===== src/rtl/universal_shift_reg.sv =====
// Universal shift register: DEPTH stages of WIDTH bits with shift, rotate,
// parallel load and clear, plus a saturating shift counter and frame pulse.
//
// Ports:
//   clk        - system clock, all state updates on posedge
//   rst        - synchronous active-high reset, overrides en and mode
//   en         - clock enable; 0 holds stages and cnt, clears frame_done
//   mode       - 000/111 hold, 001 SHR, 010 SHL, 011 ROR, 100 ROL,
//                101 LOAD, 110 CLEAR
//   si_r       - serial in, enters stage DEPTH-1 on right shift
//   si_l       - serial in, enters stage 0 on left shift
//   pi         - parallel load data, stage k = pi[k*WIDTH +: WIDTH]
//   so_r       - serial out, stage 0
//   so_l       - serial out, stage DEPTH-1
//   po         - parallel out, po[k*WIDTH +: WIDTH] = stage k
//   cnt        - shifts since last load/clear, saturates at DEPTH
//   frame_done - one-cycle pulse when cnt reaches DEPTH
module universal_shift_reg #(
    parameter int WIDTH = 1,
    parameter int DEPTH = 8,
    localparam int CW = $clog2(DEPTH + 1)
) (
    input  logic                   clk,
    input  logic                   rst,
    input  logic                   en,
    input  logic [2:0]             mode,
    input  logic [WIDTH-1:0]       si_r,
    input  logic [WIDTH-1:0]       si_l,
    input  logic [WIDTH*DEPTH-1:0] pi,
    output logic [WIDTH-1:0]       so_r,
    output logic [WIDTH-1:0]       so_l,
    output logic [WIDTH*DEPTH-1:0] po,
    output logic [CW-1:0]          cnt,
    output logic                   frame_done
);

    localparam int N  = WIDTH * DEPTH;
    localparam int NX = WIDTH * (DEPTH + 1);

    localparam logic [2:0] M_HOLD  = 3'b000;
    localparam logic [2:0] M_SHR   = 3'b001;
    localparam logic [2:0] M_SHL   = 3'b010;
    localparam logic [2:0] M_ROR   = 3'b011;
    localparam logic [2:0] M_ROL   = 3'b100;
    localparam logic [2:0] M_LOAD  = 3'b101;
    localparam logic [2:0] M_CLEAR = 3'b110;

    localparam logic [CW-1:0] CNT_MAX  = CW'(DEPTH);
    localparam logic [CW-1:0] CNT_LAST = CW'(DEPTH - 1);

    logic [N-1:0]  q;
    logic [N-1:0]  q_nxt;
    logic          shift;
    logic          zero_cnt;

    // Extended vectors (one extra lane) make the shift/rotate expressions
    // valid for every DEPTH, including DEPTH=1 where there is no k+1 stage.
    logic [NX-1:0] ext_shr;
    logic [NX-1:0] ext_shl;
    logic [NX-1:0] ext_ror;
    logic [NX-1:0] ext_rol;

    always_comb begin
        ext_shr  = {si_r, q} >> WIDTH;
        ext_shl  = {q, si_l};
        ext_ror  = {q[WIDTH-1:0], q} >> WIDTH;
        ext_rol  = {q, q[N-1 -: WIDTH]};
        q_nxt    = q;
        shift    = 1'b0;
        zero_cnt = 1'b0;
        case (mode)
            M_SHR: begin
                q_nxt = ext_shr[N-1:0];
                shift = 1'b1;
            end
            M_SHL: begin
                q_nxt = ext_shl[N-1:0];
                shift = 1'b1;
            end
            M_ROR: begin
                q_nxt = ext_ror[N-1:0];
                shift = 1'b1;
            end
            M_ROL: begin
                q_nxt = ext_rol[N-1:0];
                shift = 1'b1;
            end
            M_LOAD: begin
                q_nxt    = pi;
                zero_cnt = 1'b1;
            end
            M_CLEAR: begin
                q_nxt    = '0;
                zero_cnt = 1'b1;
            end
            M_HOLD: q_nxt = q;
            default: q_nxt = q;
        endcase
    end

    always_ff @(posedge clk) begin
        if (rst) begin
            q          <= '0;
            cnt        <= '0;
            frame_done <= 1'b0;
        end else if (!en) begin
            frame_done <= 1'b0;
        end else begin
            q <= q_nxt;
            if (zero_cnt) begin
                cnt <= '0;
            end else if (shift && cnt != CNT_MAX) begin
                cnt <= cnt + CW'(1);
            end
            // Pulse only on the DEPTH-1 -> DEPTH transition; once saturated
            // cnt no longer equals CNT_LAST so no repeat pulse occurs.
            frame_done <= shift && (cnt == CNT_LAST);
        end
    end

    assign po   = q;
    assign so_r = q[WIDTH-1:0];
    assign so_l = q[N-1 -: WIDTH];

endmodule


===== config.mk =====
export PLATFORM = sky130hd
export DESIGN_NAME = universal_shift_reg
export DESIGN_NICKNAME = d
export VERILOG_FILES = /design/src/rtl/universal_shift_reg.sv
export SDC_FILE = /design/constraint.sdc
export NUM_CORES = 1
export LEC_CHECK = 0
export CAP_MARGIN = 5
export CORE_MARGIN = 10
export CORE_UTILIZATION = 45
export DETAILED_ROUTE_END_ITERATION = 16
export HOLD_SLACK_MARGIN = 0.15
export PLACE_DENSITY = 0.83
export SETUP_SLACK_MARGIN = 0.02
export SLEW_MARGIN = 0
export SYNTH_ARGS = -nofsm -noshare
export SYNTH_HDL_FRONTEND = slang
export SYNTH_SLANG_ARGS = --single-unit

===== constraint.sdc =====
create_clock -name clk -period 3 [get_ports clk]
set_input_delay 0.6 -clock clk [delete_from_list [all_inputs] [get_ports clk]]
set_output_delay 0.6 -clock clk [all_outputs]
set_load 0.1 [all_outputs]

==> results.cfg, run 1 <==
[outcome]
status = finished clean

[worst_setup_path]
r2r_setup_slack_ns = 1.49
critPathCapture = cnt[0]$_SDFFE_PP0P_
cp.arrival_ns = 2.45
rr_worst_depth = 5
start_kind = input pin
worst-path-stages = 5
cp_slowest_stage_delay_ns = 0.71
critPathCaptureType = flop
r2r_end = cnt[1]$_SDFFE_PP0P_
cp_data_required_time_ns = 3.21
cp_slowest_cell = clkdlybuf4s50_1
startpoint = mode[1]
critical_path_class = in2reg
worstPathCellList = clkdlybuf4s50_1 > or3_4 > nand3_2 > or4_1 > a21oi_1
reg2reg_from = cnt[0]$_SDFFE_PP0P_
critical-path-top-delay-family = simple AND/OR/NAND/NOR gates
crit_fanout = 12
path_buf_inv = 1

[power_and_ir_drop]
p_int_uw = 288.8
clkPwrFrac_pct = 22.1
power_density_nw_per_um2 = 478.4
combinationalPowerShare_pct = 38.5
peakVddDrop_mv = 0.2450
power_frac_seq_pct = 39.4
p_sw_uw = 206.2
switching_share_pct = 41.66
leakagePower_uw = 0.0004133

[floorplan]
core_um2 = 1689
io_pins = 31
dieArea_um2 = 3809
start_util_pct = 46.37
rows = 15
die_y_um = 61.72
die_x_um = 61.72

[global_routing]
met2_usage_pct = 18.45
grt_pass1_vias = 798
met1_usage_pct = 14.97
grt.met3_usage_pct = 3.252
grt_pass1_wl_um = 3560
grt_antenna_before_repair = 0
grt_usage_pct = 12.17
grt_overflow_total = 0
grt_busiest_layer = met2
grt_max_degree = 13

[worst_hold_path]
hold_path_class = reg2reg

[detailed_routing]
drc_errors = 0
drt_wl_total_um = 2205
ant_nets = 0
post_drt_wl_per_cell_um = 15.98
vias_per_cell = 6.029
drt_iter0_drc = 34
drt-pass1-iter-count = 4
dr_total_vias = 832

[cells_and_area]
fillers = 160
layout_common_cells = 16 x a21oi_1, 15 x clkdlybuf4s50_1, 15 x buf_4
postLayoutCoreUtil_pct = 61.26
antenna_cells = 0
syn2layout_area_growth_pct = 32.11
drive_above_1_share_pct = 16.53
fin_nets = 140
layout_commonest_cell = a21oi_1

[sta]
skew_ns = 0.005642
slew_headroom_pct = 69.62
setup_viol = 0
finalMaxSlewViolations = 0
tns_ns = 0
finalHoldViolations = 0
finalCriticalPeriod_ns = 2.234
fin_crit_sh_pct = 74.46
fmax_ghz = 0.4477
rsz0062_at_grt = no
worst_pin_slew_ns = 0.4523

[placement]
gp_congestion = 0.8225
port-buffer-count = 30
hpwlAfterDp_um = 1655

[yosys]
yosysSeqAreaShare_pct = 33.23
syn_nets = 113
synthArstFlopShare_pct = 0
synth_edf_count = 0
ys_warn_count = 0
syn_area_per_cell_um2 = 8.245
ys_seq_elements = 13
netlist_area_um2 = 783.3
synth.distinct_cells = 35
ys.flop_type = dfxtp_1
netlist_instances = 95

[clock_tree]
cts_hold_buf = 0
clock_latency_ns = 0.28
cts_buffers = 3
cts_resized = 0
clock-root-buffer = clkbuf_4
cts_buffer_depth = 2
htree_num_levels = 1
clk_pin_slew_worst_paths_ns = 0.08
cts_num_sinks = 13
post-cts-setup-buffers = 0
cts_tree = yes

[run]
maxCapViolCount = 0
-- synthesized netlist by cell type (2+ instances only) --
cell type	count	area share, %
a21oi_1	16	10
nor2_1	4	1.9
mux2i_1	2	2.6
dfxtp_1	13	33
buf_6	2	2.9
nand3_1	2	1.3
nand3b_1	2	1.9
or4_1	3	2.9
buf_4	3	2.9
nand2_1	3	1.4
inv_1	4	1.9
o21ai_1	4	2.6
buf_2	2	1.3
ha_1	2	3.2
o21ai_0	8	5.1
a22oi_1	6	5.8
-- tightest hold or removal path, delay by kind of cell (launching register included) --
family	cells	cell delay, ns
AO/OA/AOI/OAI	2	0.14
flip-flops	1	0.35
-- power groups by stage --
stage	Combinational (uW)	Clock (uW)	Sequential (uW)
floorplan	71.9	0	271
global placement	188	0	199
detailed placement	190	0	199
CTS	191	112	195
global route	201	123	197
finish	191	109	195
-- stage by stage --
| step | power [uW] | cells | cell area (um^2) | setup WS, ns | hold slack [ns] |
|---|---|---|---|---|---|
| 5_1_grt | 521.3 | 138 | 1035 | 0.6751 | 0.5618 |
| 3_5_place_dp | 388.8 | 134 | 1008 | 0.5062 | 0.5174 |
| 3_3_place_gp | 386.7 | 134 | 1008 | 0.5692 | 0.5137 |
| 4_1_cts | 497.9 | 138 | 1035 | 0.7832 | 0.5300 |
| 2_1_floorplan | 343.1 | 95 | 783.3 | 0.8509 | 0.6691 |
| 6_report | 495.0 | 138 | 1035 | 0.7663 | 0.5344 |
-- flip-flops by register name, summed over array words and instances (netlist names) --
| name | cells |
|---|---|
| cnt | 4 |
| po | 8 |
| frame_done | 1 |
-- worst min path at each step --
| stage | start | end | slack, ns | cells after the start |
|---|---|---|---|---|
| 2_1_floorplan | rst | cnt[0]$_SDFFE_PP0P_ | 0.67 | 1 |
| 3_5_place_dp | cnt[1]$_SDFFE_PP0P_ | cnt[1]$_SDFFE_PP0P_ | 0.52 | 2 |
| 6_report | cnt[1]$_SDFFE_PP0P_ | cnt[1]$_SDFFE_PP0P_ | 0.53 | 2 |
| 4_1_cts | cnt[1]$_SDFFE_PP0P_ | cnt[1]$_SDFFE_PP0P_ | 0.53 | 2 |
| 5_1_grt | cnt[3]$_SDFFE_PP0P_ | cnt[3]$_SDFFE_PP0P_ | 0.56 | 2 |
| 3_3_place_gp | cnt[3]$_SDFFE_PP0P_ | cnt[3]$_SDFFE_PP0P_ | 0.51 | 2 |
-- area by class of cell --
type	count	area [um^2]	area share, %
multi-input cells	70	449.2	43.41
repair buffers	30	262.8	25.39
flip-flops and latches	13	260.3	25.15
clock buffers	4	26.28	2.539
well taps	17	21.27	2.056
inverters	4	15.01	1.451
-- routing by layer --
metal,part of all wire [%],wire (um),up-vias
met5,0,0,-
met4,2.5,56,0
met3,7.8,173,5
met2,48,1053,33
met1,42,922,388
li1,-,-,406
-- cell families (layout without fill, tap and decap cells) --
group / count (synthesis) / in the layout / synth area share, %
xor+xnor: 2 / 2 / 2.237
mux: 2 / 2 / 2.556
buf+inv: 12 / 38 / 9.424
fa+ha+maj: 2 / 2 / 3.194
compound gates: 41 / 41 / 30.99
flops: 13 / 13 / 33.23
simple gates: 23 / 23 / 18.37
Power figures use the tool's default switching activity.
==> inputs of run 2 (changes only) <==
- CORE_UTILIZATION: 45 -> 38
- PLACE_DENSITY: 0.83 -> 0.74
- clock period: 3 -> 1.9 ns (I/O delays scaled with it)
==> results.cfg, run 2 (synthesis gave the netlist of run 1 again) <==
[outcome]
status = finished clean

[worst_hold_path]
holdPathStages = 2
holdCritStartpoint = cnt[2]$_SDFFE_PP0P_
min_to = frame_done$_SDFF_PP0_
hold_path_class = reg2reg

[worst_setup_path]
critPathCaptureType = flop
path_buf_inv = 1
cp_data_required_time_ns = 2.11
critical_path_class = in2reg
critical-path-top-delay-family = simple AND/OR/NAND/NOR gates
r2r_end = cnt[1]$_SDFFE_PP0P_
crit_fanout = 7
start_kind = input pin
cp.arrival_ns = 1.97
cp_slowest_cell = or4_1
rr_worst_depth = 5
worstPathCellList = clkdlybuf4s50_1 > or3_4 > nand3_2 > or4_1 > a21oi_1
cp_slowest_stage_delay_ns = 0.57
reg2reg_from = cnt[0]$_SDFFE_PP0P_
r2r_setup_slack_ns = 0.39

[cells_and_area]
drive_above_1_share_pct = 23.02
instances_no_fill = 153
layout_common_cells = 16 x a21oi_1, 14 x buf_12, 13 x clkdlybuf4s50_1
largest_reg_flops = 8
fin_nets = 145
antenna_cells = 0
layout_commonest_cell = a21oi_1
postLayoutCellArea_um2 = 1270
syn2layout_area_growth_pct = 62.14

[placement]
hpwlAfterDp_um = 1868
gp_congestion = 0.7886
place_area_um2 = 1237
port-buffer-count = 30
dpl.cell_count = 149
dp_slack_ns = -0.1664

[clock_tree]
cts_num_sinks = 13
clk_pin_slew_worst_paths_ns = 0.09
htree_num_levels = 1
clock-root-buffer = clkbuf_4
cts_resized = 0
cts_tree = yes
cts_buffer_depth = 2
cts_hold_buf = 0
clock_latency_ns = 0.28
post-cts-setup-buffers = 0
cts_buffers = 3

[sta]
finalCriticalPeriod_ns = 1.763
setup_viol = 0
worst_pin_slew_ns = 0.4681
fmax_ghz = 0.5672
rsz0062_at_grt = no
setup_ws_ns = 0.1368
slew_headroom_pct = 68.56
fin_crit_sh_pct = 92.80
finalMaxSlewViolations = 0
holdWs_ns = 0.5356
finalHoldViolations = 0
skew_ns = 0.008170

[global_routing]
grt_antenna_before_repair = 0
grt_max_degree = 13
grt_pass1_vias = 866
grt_overflow_total = 0
grt_pass1_wl_um = 4153
grt_usage_pct = 11.88

[floorplan]
rows = 16
core_um2 = 1962
io_pins = 31
die_y_um = 65.40
dieArea_um2 = 4277
start_util_pct = 39.92
die_x_um = 65.40

[detailed_routing]
post_drt_wl_per_cell_um = 16.32
drc_errors = 0
ant_nets = 0
drt-pass1-iter-count = 4
drt_iter0_drc = 72
drt_wl_total_um = 2497
dr_total_vias = 862
vias_per_cell = 5.634

[power_and_ir_drop]
power_frac_seq_pct = 37.2
leakagePower_uw = 0.0005011
switching_share_pct = 40.33
p_int_uw = 512.8
peakVddDrop_mv = 0.3818
power_density_nw_per_um2 = 676.7
p_sw_uw = 346.6
clkPwrFrac_pct = 20.8
combinationalPowerShare_pct = 41.9

[run]
maxCapViolCount = 0
## run 2: worst min-delay path, delay by kind of cell (launching register included)
kind / cells / cell delay, ns
flip-flops: 1 / 0.37
AND/OR/NAND/NOR: 2 / 0.13
## run 2: power groups by stage
stage / Sequential, uW / Clock, uW / Combinational (uW)
final: 320 / 179 / 360
after global routing: 323 / 187 / 379
after CTS: 320 / 171 / 361
after detailed placement: 327 / 0 / 359
after global placement: 326 / 0 / 355
after floorplan: 429 / 0 / 113
## run 2: worst max-delay path by stage
stage,start,end,slack [ns],cells after the start
2_1_floorplan,cnt[0]$_SDFFE_PP0P_,cnt[1]$_SDFFE_PP0P_,0.11,6
3_3_place_gp,mode[1],cnt[2]$_SDFFE_PP0P_,-0.08,5
3_5_place_dp,mode[1],cnt[3]$_SDFFE_PP0P_,-0.17,5
4_1_cts,mode[1],cnt[3]$_SDFFE_PP0P_,0.12,5
5_1_grt,mode[2],cnt[3]$_SDFFE_PP0P_,0.04,5
6_report,mode[2],cnt[3]$_SDFFE_PP0P_,0.14,5
## run 2: metal layers
| metal | global-route usage, % | part of all wire (%) | vias to the layer above |
|---|---|---|---|
| li1 | - | - | 422 |
| met1 | 13.57 | 42 | 393 |
| met2 | 18.66 | 47 | 37 |
| met3 | 4.746 | 7.6 | 10 |
| met4 | 6.150 | 2.7 | 0 |
| met5 | 0 | 0 | - |
## run 2: through the flow
stage,setup TNS [ns],util (%),total power [uW]
3_5_place_dp,-1.043,63.07,685.4
5_1_grt,0,64.73,888.7
2_1_floorplan,0,-,542.4
4_1_cts,0,64.41,852.5
6_report,0,64.73,859.4
3_3_place_gp,-0.3773,63.07,680.4
## run 2: cell type report
class                   instances  area (um^2)
flip-flops and latches         13        264.0
inverters                       4        15.01
repair buffers                 35        480.5
multi-input cells              70        450.4
well taps                      27        33.78
clock buffers                   4        26.28
fillers                       173        691.9
==> inputs of run 3 (changes only) <==
- SETUP_SLACK_MARGIN: 0.02 -> 0.5
==> results.cfg, run 3 (synthesis gave the netlist of run 1 again) <==
[floorplan]
start_util_pct = 39.92
core_um2 = 1962
dieArea_um2 = 4277
rows = 16
die_y_um = 65.40
io_pins = 31
die_x_um = 65.40

[worst_setup_path]
worstPathCellList = buf_2 > xor2_2 > and2_4 > or4_4 > a21oi_2
start_kind = input pin
critPathCaptureType = flop
r2r_end = cnt[1]$_SDFFE_PP0P_
reg2reg_from = cnt[0]$_SDFFE_PP0P_
path_buf_inv = 1
crit_fanout = 5
r2r_setup_slack_ns = 0.53
cp_slowest_stage_delay_ns = 0.53
cp_data_required_time_ns = 2.10
cp_slowest_cell = or4_4
cp.arrival_ns = 1.57
critical_path_class = in2reg
critical-path-top-delay-family = simple AND/OR/NAND/NOR gates
rr_worst_depth = 6

[cells_and_area]
layout_common_cells = 14 x a21oi_1, 13 x buf_12, 13 x buf_4
fin_nets = 153
drive_above_1_share_pct = 43.28
antenna_cells = 0
syn2layout_area_growth_pct = 80.67
largest_reg_flops = 8
fillers = 161
layout_commonest_cell = a21oi_1
postLayoutCoreUtil_pct = 72.13
instances_no_fill = 161

[power_and_ir_drop]
combinationalPowerShare_pct = 45.2
p_int_uw = 530.7
power_density_nw_per_um2 = 629.1
switching_share_pct = 40.39
p_total_uw = 890.3
peakVddDrop_mv = 0.4372
power_frac_seq_pct = 35.3
leakagePower_uw = 0.0005487
clkPwrFrac_pct = 19.5
p_sw_uw = 359.6

[global_routing]
grt_max_degree = 13
grt_pass1_vias = 910
grt_usage_pct = 13.19
grt_antenna_before_repair = 0
grt_pass1_wl_um = 4567
grt_overflow_total = 0

[clock_tree]
cts_buffers = 3
clk_pin_slew_worst_paths_ns = 0.07
cts_hold_buf = 0
clock-root-buffer = clkbuf_4
cts_buffer_depth = 2
cts_tree = yes
cts_num_sinks = 13
clock_latency_ns = 0.28
htree_num_levels = 1

[sta]
finalHoldViolations = 0
setup_viol = 0
finalCriticalPeriod_ns = 1.372
rsz0062_at_grt = no
worst_pin_slew_ns = 0.2905
fin_crit_sh_pct = 72.22
fmax_ghz = 0.7288
slew_headroom_pct = 80.43
holdWs_ns = 0.5490
finalMaxSlewViolations = 0
skew_ns = 0.008201

[detailed_routing]
drt_iter0_drc = 90
drt-pass1-iter-count = 6
drc_errors = 0
post_drt_wl_per_cell_um = 17.07
ant_nets = 0
drt_wl_total_um = 2748
dr_total_vias = 886
vias_per_cell = 5.503

[run]
maxCapViolCount = 0

[placement]
dpl.cell_count = 155
hpwlAfterDp_um = 2067
port-buffer-count = 30
gp_congestion = 0.8199

[worst_hold_path]
holdPathStages = 2
min_to = cnt[3]$_SDFFE_PP0P_
hold_path_class = reg2reg
holdCritStartpoint = cnt[3]$_SDFFE_PP0P_

[outcome]
status = finished clean
[run 3: worst max path at each step]
stage / cells after the start / endpoint / slack (ns) / startpoint
after floorplan: 6 / cnt[1]$_SDFFE_PP0P_ / 0.32 / cnt[1]$_SDFFE_PP0P_
after global placement: 7 / po[7]$_SDFFE_PP0P_ / -0.06 / mode[1]
after detailed placement: 7 / po[7]$_SDFFE_PP0P_ / -0.20 / mode[1]
after CTS: 5 / cnt[1]$_SDFFE_PP0P_ / 0.48 / cnt[0]$_SDFFE_PP0P_
after global routing: 6 / cnt[1]$_SDFFE_PP0P_ / 0.50 / cnt[0]$_SDFFE_PP0P_
final: 5 / cnt[1]$_SDFFE_PP0P_ / 0.53 / mode[0]
[run 3: final cells by class]
cell class | instances | area [um^2] | area share [%]
clock buffers | 4 | 26.28 | 1.857
inverters | 4 | 17.52 | 1.238
repair buffers | 43 | 514.2 | 36.34
multi-input cells | 70 | 541.8 | 38.28
well taps | 27 | 33.78 | 2.387
flip-flops and latches | 13 | 281.5 | 19.89
[run 3: through the flow]
stage | worst slack (ns) | setup TNS [ns] | cell area [um^2]
2_1_floorplan | 0.3184 | 0 | 835.8
3_3_place_gp | -0.06049 | -0.2057 | 1305
3_5_place_dp | -0.2019 | -0.6555 | 1305
4_1_cts | 0.4785 | 0 | 1398
5_1_grt | 0.5018 | 0 | 1415
6_report | 0.5278 | 0 | 1415
[run 3: worst reg2reg max path, delay by kind of cell, from the launching register on]
family | cells | cell delay [ns]
compound gates | 1 | 0.15
fa+ha+maj | 1 | 0.15
buf+inv | 1 | 0.04
flops | 1 | 0.36
simple gates | 3 | 0.60
[run 3: timing repair]
| item | CTS | global route |
|---|---|---|
| endpoints found under the setup margin | 12 | 5 |
| pin swaps | 7 | 9 |
| gates resized for setup | 21 | 10 |
| buffers inserted | 2 | 0 |
[run 3: power groups by stage]
stage | logic (uW) | clock network, uW | registers, uW
2_1_floorplan | 121 | 0 | 428
3_3_place_gp | 364 | 0 | 323
3_5_place_dp | 371 | 0 | 324
4_1_cts | 395 | 178 | 314
5_1_grt | 423 | 191 | 318
6_report | 403 | 173 | 314
[run 3: layer usage]
layer,wire length [um],global-route usage [%],vias up
li1,-,-,438
met4,42,5.615,0
met5,0,0,-
met3,160,2.373,4
met2,1432,22.80,33
met1,1113,15.48,411
